<file path="src/rtl/ekf_stage_sched_pkg.sv">
// Shared constants for the EKF stage scheduler and PE_config: opcodes,
// one-hot stage requests, stage status codes and error codes.
package ekf_stage_sched_pkg;

    localparam logic [1:0] OP_PRD = 2'b00;
    localparam logic [1:0] OP_NEW = 2'b01;
    localparam logic [1:0] OP_UPD = 2'b10;
    localparam logic [1:0] OP_ILL = 2'b11;

    localparam logic [2:0] STAGE_PRD   = 3'b001;
    localparam logic [2:0] STAGE_NEW   = 3'b010;
    localparam logic [2:0] STAGE_UPD   = 3'b100;
    localparam logic [2:0] STAGE_BUSY  = 3'b000;
    localparam logic [2:0] STAGE_READY = 3'b111;

    localparam logic [1:0] ERR_NONE   = 2'd0;
    localparam logic [1:0] ERR_FULL   = 2'd1;
    localparam logic [1:0] ERR_BAD_ID = 2'd2;
    localparam logic [1:0] ERR_FAIL   = 2'd3;

    function automatic logic [2:0] op_to_stage(input logic [1:0] op);
        case (op)
            OP_PRD:  op_to_stage = STAGE_PRD;
            OP_NEW:  op_to_stage = STAGE_NEW;
            OP_UPD:  op_to_stage = STAGE_UPD;
            default: op_to_stage = STAGE_BUSY;
        endcase
    endfunction

endpackage

</file>
<file path="src/rtl/ekf_stage_sched_dim_calc.sv">
// Combinational covariance dimension: landmark count -> rows (3 + 2*count)
// and lane groups (rows rounded up to a multiple of L, divided by L).
module ekf_dim_calc #(
    parameter int L         = 4,
    parameter int GROUP_LEN = 16
) (
    input  logic [GROUP_LEN-1:0] count,
    output logic [GROUP_LEN-1:0] cov_row_num,
    output logic [GROUP_LEN-1:0] group_num
);

    localparam int LOG2_L = $clog2(L);

    logic [GROUP_LEN-1:0] rows;

    assign rows        = GROUP_LEN'(3) + (count << 1);
    assign cov_row_num = rows;
    assign group_num   = (rows + GROUP_LEN'(L - 1)) >> LOG2_L;

endmodule

</file>
<file path="src/rtl/ekf_stage_sched.sv">
// EKF step scheduler: accepts PRD/NEW/UPD commands, issues one-hot stage_val to
// PE_config, tracks completion and the landmark count. Optional: STAGE_TIMEOUT_EN.
module ekf_stage_sched
    import ekf_stage_sched_pkg::*;
#(
    parameter int L              = 4,
    parameter int GROUP_LEN      = 16,
    parameter int MAX_LANDMARK   = 500,
    parameter int TIMEOUT_CYCLES = 65535
) (
    input  logic                 clk,
    input  logic                 sys_rst,
    input  logic                 cmd_val,
    output logic                 cmd_rdy,
    input  logic [1:0]           cmd_op,
    input  logic [GROUP_LEN-1:0] cmd_lm_id,
    output logic [2:0]           stage_val,
    input  logic [2:0]           stage_rdy,
    output logic [GROUP_LEN-1:0] landmark_num,
    output logic [GROUP_LEN-1:0] cov_row_num,
    output logic [GROUP_LEN-1:0] group_num,
    output logic [GROUP_LEN-1:0] lm_count,
    output logic                 done,
    output logic                 err,
    output logic [1:0]           err_code,
    output logic [1:0]           state_dbg
);

    // Command handshake: a command transfers on a rising edge where
    // cmd_val && cmd_rdy; cmd_rdy is only offered in IDLE with PE_config ready.
    localparam logic [1:0] S_IDLE  = 2'd0;
    localparam logic [1:0] S_ISSUE = 2'd1;
    localparam logic [1:0] S_WAIT  = 2'd2;
    localparam logic [1:0] S_DONE  = 2'd3;

    logic [1:0]           state;
    logic [GROUP_LEN-1:0] count;
    logic [1:0]           op_q;
    logic                 err_q;
    logic [1:0]           code_q;
    logic [1:0]           chk_code;
    logic [GROUP_LEN-1:0] cov_next;
    logic [GROUP_LEN-1:0] grp_next;
    logic                 rdy_all;
    logic                 rdy_busy;
    logic                 accept;
    logic                 tmo_hit;

    assign rdy_all  = (stage_rdy == STAGE_READY);
    assign rdy_busy = (stage_rdy == STAGE_BUSY);
    assign cmd_rdy  = (state == S_IDLE) && rdy_all;
    assign accept   = cmd_val && cmd_rdy;

    ekf_dim_calc #(
        .L         (L),
        .GROUP_LEN (GROUP_LEN)
    ) u_dim_calc (
        .count       (count),
        .cov_row_num (cov_next),
        .group_num   (grp_next)
    );

    always_comb begin
        chk_code = ERR_NONE;
        case (cmd_op)
            OP_PRD: chk_code = ERR_NONE;
            OP_NEW: if (count == GROUP_LEN'(MAX_LANDMARK)) chk_code = ERR_FULL;
            OP_UPD: if (cmd_lm_id >= count) chk_code = ERR_BAD_ID;
            default: chk_code = ERR_FAIL;
        endcase
    end

`ifdef STAGE_TIMEOUT_EN
    localparam int TW = $clog2(TIMEOUT_CYCLES + 1);

    logic [TW-1:0] tmo_cnt;

    always_ff @(posedge clk or posedge sys_rst) begin
        if (sys_rst) begin
            tmo_cnt <= '0;
        end else if (accept) begin
            tmo_cnt <= '0;
        end else if ((state == S_ISSUE || state == S_WAIT) && !tmo_hit) begin
            tmo_cnt <= tmo_cnt + TW'(1);
        end
    end

    assign tmo_hit = (tmo_cnt == TW'(TIMEOUT_CYCLES - 1));
`else
    // Without the watchdog the limit has no effect; this folds to constant 0.
    assign tmo_hit = (TIMEOUT_CYCLES < 0);
`endif

    always_ff @(posedge clk or posedge sys_rst) begin
        if (sys_rst) begin
            state        <= S_IDLE;
            count        <= '0;
            op_q         <= OP_PRD;
            err_q        <= 1'b0;
            code_q       <= ERR_NONE;
            landmark_num <= '0;
            cov_row_num  <= '0;
            group_num    <= '0;
        end else begin
            case (state)
                S_IDLE: begin
                    if (accept) begin
                        op_q        <= cmd_op;
                        err_q       <= (chk_code != ERR_NONE);
                        code_q      <= chk_code;
                        cov_row_num <= cov_next;
                        group_num   <= grp_next;
                        if (cmd_op == OP_NEW)      landmark_num <= count;
                        else if (cmd_op == OP_UPD) landmark_num <= cmd_lm_id;
                        else                       landmark_num <= '0;
                        // Rejected commands skip PE_config entirely.
                        state <= (chk_code != ERR_NONE) ? S_DONE : S_ISSUE;
                    end
                end
                S_ISSUE: begin
                    if (tmo_hit) begin
                        err_q  <= 1'b1;
                        code_q <= ERR_FAIL;
                        state  <= S_DONE;
                    end else if (rdy_busy) begin
                        state <= S_WAIT;
                    end
                end
                S_WAIT: begin
                    if (tmo_hit) begin
                        err_q  <= 1'b1;
                        code_q <= ERR_FAIL;
                        state  <= S_DONE;
                    end else if (rdy_all) begin
                        // Count moves on the same edge that raises done.
                        if (op_q == OP_NEW) count <= count + GROUP_LEN'(1);
                        state <= S_DONE;
                    end
                end
                default: begin
                    err_q  <= 1'b0;
                    code_q <= ERR_NONE;
                    state  <= S_IDLE;
                end
            endcase
        end
    end

    assign stage_val = (state == S_ISSUE) ? op_to_stage(op_q) : STAGE_BUSY;
    assign done      = (state == S_DONE);
    assign err       = done && err_q;
    assign err_code  = done ? code_q : ERR_NONE;
    assign lm_count  = count;
    assign state_dbg = state;

endmodule

</file>
<file path="config.mk">
export PLATFORM = sky130hd
export DESIGN_NAME = ekf_stage_sched
export DESIGN_NICKNAME = d
export VERILOG_FILES = /design/src/rtl/ekf_stage_sched_pkg.sv /design/src/rtl/ekf_stage_sched_dim_calc.sv /design/src/rtl/ekf_stage_sched.sv
export SDC_FILE = /design/constraint.sdc
export NUM_CORES = 1
export LEC_CHECK = 0
export CAP_MARGIN = 20
export CELL_PAD_IN_SITES_DETAIL_PLACEMENT = 1
export CELL_PAD_IN_SITES_GLOBAL_PLACEMENT = 1
export CORE_UTILIZATION = 41
export DETAILED_ROUTE_END_ITERATION = 12
export GPL_ROUTABILITY_DRIVEN = 1
export PLACE_DENSITY = 0.85
export SLEW_MARGIN = 25
export SYNTH_ARGS = -nofsm -noshare
export SYNTH_HDL_FRONTEND = slang
export SYNTH_SLANG_ARGS = --single-unit
export TNS_END_PERCENT = 50
</file>
<file path="constraint.sdc">
create_clock -name clk -period 5.3 [get_ports clk]
set_clock_uncertainty 0.15 [all_clocks]
set_input_delay 1.06 -clock clk [delete_from_list [all_inputs] [get_ports clk]]
set_output_delay 1.06 -clock clk [all_outputs]
set_load 0.02 [all_outputs]
</file>
==> flow_summary.toml, run 1 <==
[run_status]
status = "completed"

[detailed_routing]
first_pass_iters = 4
routed_wl_mm = 11.8
routedWlPerCell_um = 18.1
via_per_inst = 5.38
drc = 0
num_vias = 3509
ant_nets = 0
drt_iter0_markers = 160

[critical_path]
critPathKind = "input port to output pin"
crit_family = "buffers and inverters"
r2r_start = "lm_count[0]"
slowest_stage = "clkdlybuf4s50_1"
crit_buf_inv = 2
end_kind = "output pin"
cpMostUsedCell = "clkdlybuf4s50_1"
reg2reg_depth = 8
worstSetupStartpoint = "stage_rdy[1]"
worst-path-stages = 4
worstPathArrival_ns = 2.51
path_max_fanout = 4
cp.required_ns = 4.09
cp-start-kind = "input port"
crit_chain = "clkdlybuf4s50_1 > nand3_1 > nor2_1 > clkdlybuf4s50_1"
slowest_delay_ns = 0.63

[synth]
synth_edf_count = 0
syn_inst = 432
synth.area.top_cells = "dfrtp_1, xnor2_1, ha_1"
ys.flop_type = "dfrtp_1"
synth.ff_latch_count = 69
yosysUniqueCellTypes = 60
ys_seq_area_share_pct = 41.3
synth_area_um2 = 4180
synth_top_area_cell = "dfrtp_1"
avgSynthCellArea_um2 = 9.68
yosysWarnings = 0
synth_top_cell_area_share_pct = 41.3
synthArstFlopShare_pct = 100

[cts]
cts.path.max_buffers = 2
cts_resized = 0
cts_root_buf = "clkbuf_8"
clkTransAtPathRegs_ns = 0.07
clock_latency_ns = 0.35
cts_buffers = 9
cts_sinks = 69
cts_tree = "yes"
cts_setup_buffers = 0
h-tree-depth = 3
hold_buffers = 0

[power_and_ir_drop]
power_uw = 2160
pwr_density_cell_nw_per_um2 = 404
irDropWorstVdd_uv = 263
power_leakage_uw = 0.00223

[run]
maxCapViolCount = 0

[place]
place_inst = 636
dpl.hpwl_mm = 9.07
gp_congestion = 0.824
placed_area_um2 = 5170
portBuffers = 95

[global_routing]
antenna_found_initial = 0
grt_overflow = 0
grt_pass1_wl_mm = 19.1
grt_pass1_vias = 3686
grt_start_max_net_pins = 49
track_usage_pct = 24.0

[die]
rows = 36
start_util_pct = 42.6
dieArea_um2 = 10600
die_w_um = 103
die_y_um = 103
pin_count = 98
core-area_um2 = 9820

[hold_path]
worstHoldPathType = "register to register"
worstHoldStart = "group_num[12]"
hold_depth = 2

[cells_and_area]
num_antenna_cells = 0
fill_cells = 1153
drive_above_1_share_pct = 10.2
final_area_um2 = 5360
fin_cells = 652
num-nets-final = 561
final_core_util_pct = 54.6
syn_to_final_growth_pct = 28.3

[sta]
grt_setup_unrepaired = "no"
timing.final.crit_share_pct = 70.3
fin_crit_ns = 3.72
hold_viol_final = 0
worst_slew_pin_slew_ns = 0.909
relSlewSlack_pct = 39.3
setup-tns-final_ns = 0
finalSetupViolCount = 0
max_freq_mhz = 268
finalMaxSlewViolations = 0
==> final cells by class <==
class	count	area (um^2)	area share, %
tap	133	166	3.10
inverter	21	81.3	1.52
multi-input combinational	313	2210	41.2
sequential	69	1730	32.2
clock buffer	11	141	2.64
clock inverter	5	50.0	0.933
timing repair buffer	100	988	18.4
==> kinds of logic (layout without fill, tap and decap cells) <==
group / after synthesis / after routing / share of synthesized area (%)
xor gates and xnor gates: 39 / 39 / 8.17
muxes: 11 / 11 / 2.93
buffers and inverters: 51 / 137 / 6.05
DFF: 69 / 69 / 41.3
adders and majority gates: 23 / 23 / 6.88
AOI/OAI and AO/OA: 92 / 92 / 14.3
and+or+nand+nor: 146 / 146 / 20.2
other: 1 / 2 / 0.0897
==> registers in the layout, indices dropped and copies added, names as in the netlist <==
| signal | count |
|---|---|
| cov_row_num | 16 |
| code_q | 2 |
| state_dbg | 2 |
| group_num | 14 |
| err_q | 1 |
| landmark_num | 16 |
| op_q | 2 |
| lm_count | 16 |
==> cell usage after synthesis, types with 2 or more instances <==
library cell / n
dfrtp_1: 69
nand2_1: 60
o21ai_0: 39
xnor2_1: 33
ha_1: 23
inv_1: 20
nor2_1: 17
a22oi_1: 16
nand3_1: 14
clkbuf_1: 11
mux2_2: 10
a21oi_1: 9
buf_2: 8
buf_4: 7
nor3_2: 7
xor2_1: 6
nand4_1: 5
nor4_1: 5
o21ai_1: 5
a21o_1: 4
and2_1: 4
nand2b_1: 4
nor3_1: 4
a31oi_1: 3
buf_6: 3
nor2b_1: 3
nor4_4: 3
or3_1: 3
and3_1: 2
and3b_1: 2
and4_1: 2
nand4_4: 2
o211a_1: 2
==> stage by stage <==
step / hold slack [ns] / setup slack, ns
CTS: 0.337 / 1.56
global placement: 0.298 / 1.63
floorplan: 0.317 / 2.35
detailed placement: 0.322 / 1.57
global route: 0.358 / 1.50
finish: 0.333 / 1.58
==> placed cells by master (no fill, tap or decap), types with 2 or more instances in the layout <==
master | netlist | routed
a21o_1 | 4 | 4
inv_1 | 20 | 19
nand2_2 | 1 | 2
nor2_1 | 17 | 17
clkinv_2 | 0 | 4
and4_1 | 2 | 2
o21ai_0 | 39 | 39
nor2b_1 | 3 | 3
or3_1 | 3 | 3
nor4_4 | 3 | 3
conb_1 | 1 | 2
xnor2_1 | 33 | 33
o21ai_1 | 5 | 5
nand4_4 | 2 | 2
nor3_2 | 7 | 7
clkbuf_8 | 0 | 10
a22oi_1 | 16 | 16
o211a_1 | 2 | 2
dfrtp_1 | 69 | 69
nand4_1 | 5 | 5
nor3_1 | 4 | 4
ha_1 | 23 | 23
nand2b_1 | 4 | 4
a21oi_1 | 9 | 9
nand3_1 | 14 | 14
and3b_1 | 2 | 2
xor2_1 | 6 | 6
nor4_1 | 5 | 5
and2_1 | 4 | 4
buf_4 | 7 | 5
mux2_2 | 10 | 10
and3_1 | 2 | 2
nand2_1 | 60 | 59
clkdlybuf4s50_1 | 0 | 95
a31oi_1 | 3 | 3
==> final timing paths <==
| check | endpoint | slack (ns) |
|---|---|---|
| max in group asynchronous | group_num[11] | 3.03 |
| min in group asynchronous | group_num[7] | 1.07 |
| max | cmd_rdy | 1.58 |
| min reg2reg | group_num[12] | 0.33 |
| min | group_num[12] | 0.33 |
| max reg2reg | group_num[7] | 2.04 |
==> per-layer routing <==
| metal | GRT usage [%] | share of wire, % |
|---|---|---|
| met3 | 4.61 | 3.7 |
| met5 | 0 | 0 |
| met4 | 10.1 | 2.3 |
| met2 | 38.8 | 49 |
| met1 | 31.5 | 45 |
==> where the power goes <==
| part | switching (uW) | internal (uW) |
|---|---|---|
| clock | 201 | 227 |
| combinational | 522 | 423 |
| sequential | 131 | 660 |
| total | 855 | 1310 |
==> worst min-delay path: cells and delay by family, from the launching register on <==
kind,cells,cell delay [ns]
compound gates,1,0.06
flops,1,0.34
simple gates,1,0.05
(Power assumes the default switching activity.)
==> run 2, diff against run 1 <==
--- a/config.mk
+++ b/config.mk
@@ -8,10 +8,10 @@
 export CAP_MARGIN = 20
 export CELL_PAD_IN_SITES_DETAIL_PLACEMENT = 1
 export CELL_PAD_IN_SITES_GLOBAL_PLACEMENT = 1
-export CORE_UTILIZATION = 41
+export CORE_UTILIZATION = 35
 export DETAILED_ROUTE_END_ITERATION = 12
 export GPL_ROUTABILITY_DRIVEN = 1
-export PLACE_DENSITY = 0.85
+export PLACE_DENSITY = 0.77
 export SLEW_MARGIN = 25
 export SYNTH_ARGS = -nofsm -noshare
 export SYNTH_HDL_FRONTEND = slang
==> constraint.sdc (replaced) <==
create_clock -name clk -period 3.08 [get_ports clk]
set_clock_uncertainty 0.15 [all_clocks]
set_input_delay 0.616 -clock clk [delete_from_list [all_inputs] [get_ports clk]]
set_output_delay 0.616 -clock clk [all_outputs]
set_load 0.02 [all_outputs]
==> run 2 against run 1 <==
The run now ends with DRC left. Final area increased by 3.7%. Via count increased by 1.7%. Setup slack got worse by 1.4 ns. Largest cell class unchanged. Hold slack got worse by 0.017 ns. Sequential power increased by 69%. Final cell count increased by 3.5%. Clock power increased by 120%.
==> flow_summary.toml, run 2 (synthesis gave the netlist of run 1 again) <==
[run_status]
status = "finished with violations"
violations = "DRC"

[critical_path]
cp.required_ns = 3.13
path_max_fanout = 10
slowest_stage = "dfrtp_1"
cpMostUsedCell = "nand3_1"
worstPathArrival_ns = 2.92
crit_buf_inv = 0
end_kind = "register"
cp-start-kind = "register"
crit_chain = "ha_1 > nand3_1 > nor3_2 > o32ai_4 > nor4_4 > nand3_1 > xnor2_1 > o21ai_1"
slowest_delay_ns = 0.59
critPathKind = "register to register"
crit_family = "simple AND/OR/NAND/NOR gates"

[die]
rows = 39
die_w_um = 111
core-area_um2 = 11500
dieArea_um2 = 12400
start_util_pct = 36.3
pin_count = 98
die_y_um = 111

[power_and_ir_drop]
pwr_density_cell_nw_per_um2 = 713
power_leakage_uw = 0.00233
power_uw = 3960
irDropWorstVdd_uv = 370

[sta]
hold_slack_ns = 0.316
finalMaxSlewViolations = 0
relSlewSlack_pct = 56.1
max_freq_mhz = 348
finalSetupViolCount = 0
worst_slew_pin_slew_ns = 0.658
fin_crit_ns = 2.88
hold_viol_final = 0
timing.final.crit_share_pct = 93.4
grt_setup_unrepaired = "no"
final.setup.worst_slack_ns = 0.204

[cts]
cts_root_buf = "clkbuf_16"
cts_buffers = 9
cts_resized = 0
cts_tree = "yes"
cts_setup_buffers = 0
cts_sinks = 69
clock_latency_ns = 0.33
h-tree-depth = 3
cts.path.max_buffers = 2
clkTransAtPathRegs_ns = 0.05
hold_buffers = 0

[cells_and_area]
fill_cells = 1347
syn_to_final_growth_pct = 33.0
layout_commonest_cell = "clkdlybuf4s50_1"
final_area_um2 = 5560
final_cell_mix = "clkdlybuf4s50_1, dfrtp_1, nand2_1"
final_core_util_pct = 48.3
drive_above_1_share_pct = 12.0
num-nets-final = 575
num_antenna_cells = 0

[place]
gp_congestion = 0.863
dp_worst_setup_slack_ns = -0.0902
dpl.hpwl_mm = 9.13
placed_area_um2 = 5300
portBuffers = 95

[detailed_routing]
via_per_inst = 5.28
ant_nets = 0
drc = 14
first_pass_iters = 8
routed_wl_mm = 12.3
drt_iter0_markers = 196
routedWlPerCell_um = 18.2
num_vias = 3567

[global_routing]
grt_start_max_net_pins = 70
antenna_found_initial = 0
grt_pass1_wl_mm = 20.0
track_usage_pct = 20.5
grt_overflow = 0
grt_pass1_vias = 3782

[run]
maxCapViolCount = 0

[hold_path]
worstHoldPathType = "register to register"
[run 2: changes by cell type in the layout (fill, tap and decap cells not counted), sizes merged]
| cell | delta |
|---|---|
| buf | +14 |
| clkbuf | +2 |
| bufinv | -1 |
| clkinv | -2 |
[run 2: worst paths after layout]
path                                    end  slack (ns)      startpoint  cells after the start
min reg2reg                  cov_row_num[0]        0.32  cov_row_num[0]                      1
min in group asynchronous  landmark_num[11]        0.54         sys_rst                      3
max reg2reg                   group_num[12]        0.20     lm_count[1]                      8
max in group asynchronous         code_q[1]        1.93         sys_rst                      3
max                           group_num[12]        0.20     lm_count[1]                      8
min                          cov_row_num[0]        0.32  cov_row_num[0]                      1
[run 2: layout make-up]
class / instances / area (um^2) / share of cell area (%)
Clock buffer: 13 / 250 / 4.50
Clock inverter: 2 / 10.0 / 0.180
Inverter: 21 / 81.3 / 1.46
Multi-Input combinational cell: 313 / 2210 / 39.7
Sequential cell: 69 / 1730 / 31.1
Tap cell: 143 / 179 / 3.22
Timing Repair Buffer: 114 / 1110 / 19.9
[run 2: routing by layer]
metal  up-vias  global-route usage (%)  part of all wire [%]
met1      1748                    26.9                    46
li1       1695                       -                     -
met3        16                    4.26                   5.0
met4         0                    6.85                   1.6
met2       108                    33.6                    48
met5         -                       0                     0
[run 2: report_power, final]
| group | leakage [uW] | internal (uW) | switching (uW) |
|---|---|---|---|
| combinational | 0.00131 | 755 | 933 |
| sequential | 0.000889 | 1140 | 204 |
| clock | 0.000129 | 560 | 372 |
| total | 0.00233 | 2450 | 1510 |
[run 2: metrics by stage]
step                TNS, ns  cells
finish                    0    675
global route              0    675
CTS                       0    675
detailed placement  -0.0933    660
global placement          0    660
floorplan                 0    433
==> run 3, diff against run 2 <==
--- a/config.mk
+++ b/config.mk
@@ -5,6 +5,7 @@
 export SDC_FILE = /design/constraint.sdc
 export NUM_CORES = 1
 export LEC_CHECK = 0
+export ABC_CLOCK_PERIOD_IN_PS = 3080
 export CAP_MARGIN = 20
 export CELL_PAD_IN_SITES_DETAIL_PLACEMENT = 1
 export CELL_PAD_IN_SITES_GLOBAL_PLACEMENT = 1
==> results of run 3 <==
Same layout as run 2: the final DEF is identical, and so are final timing and power.
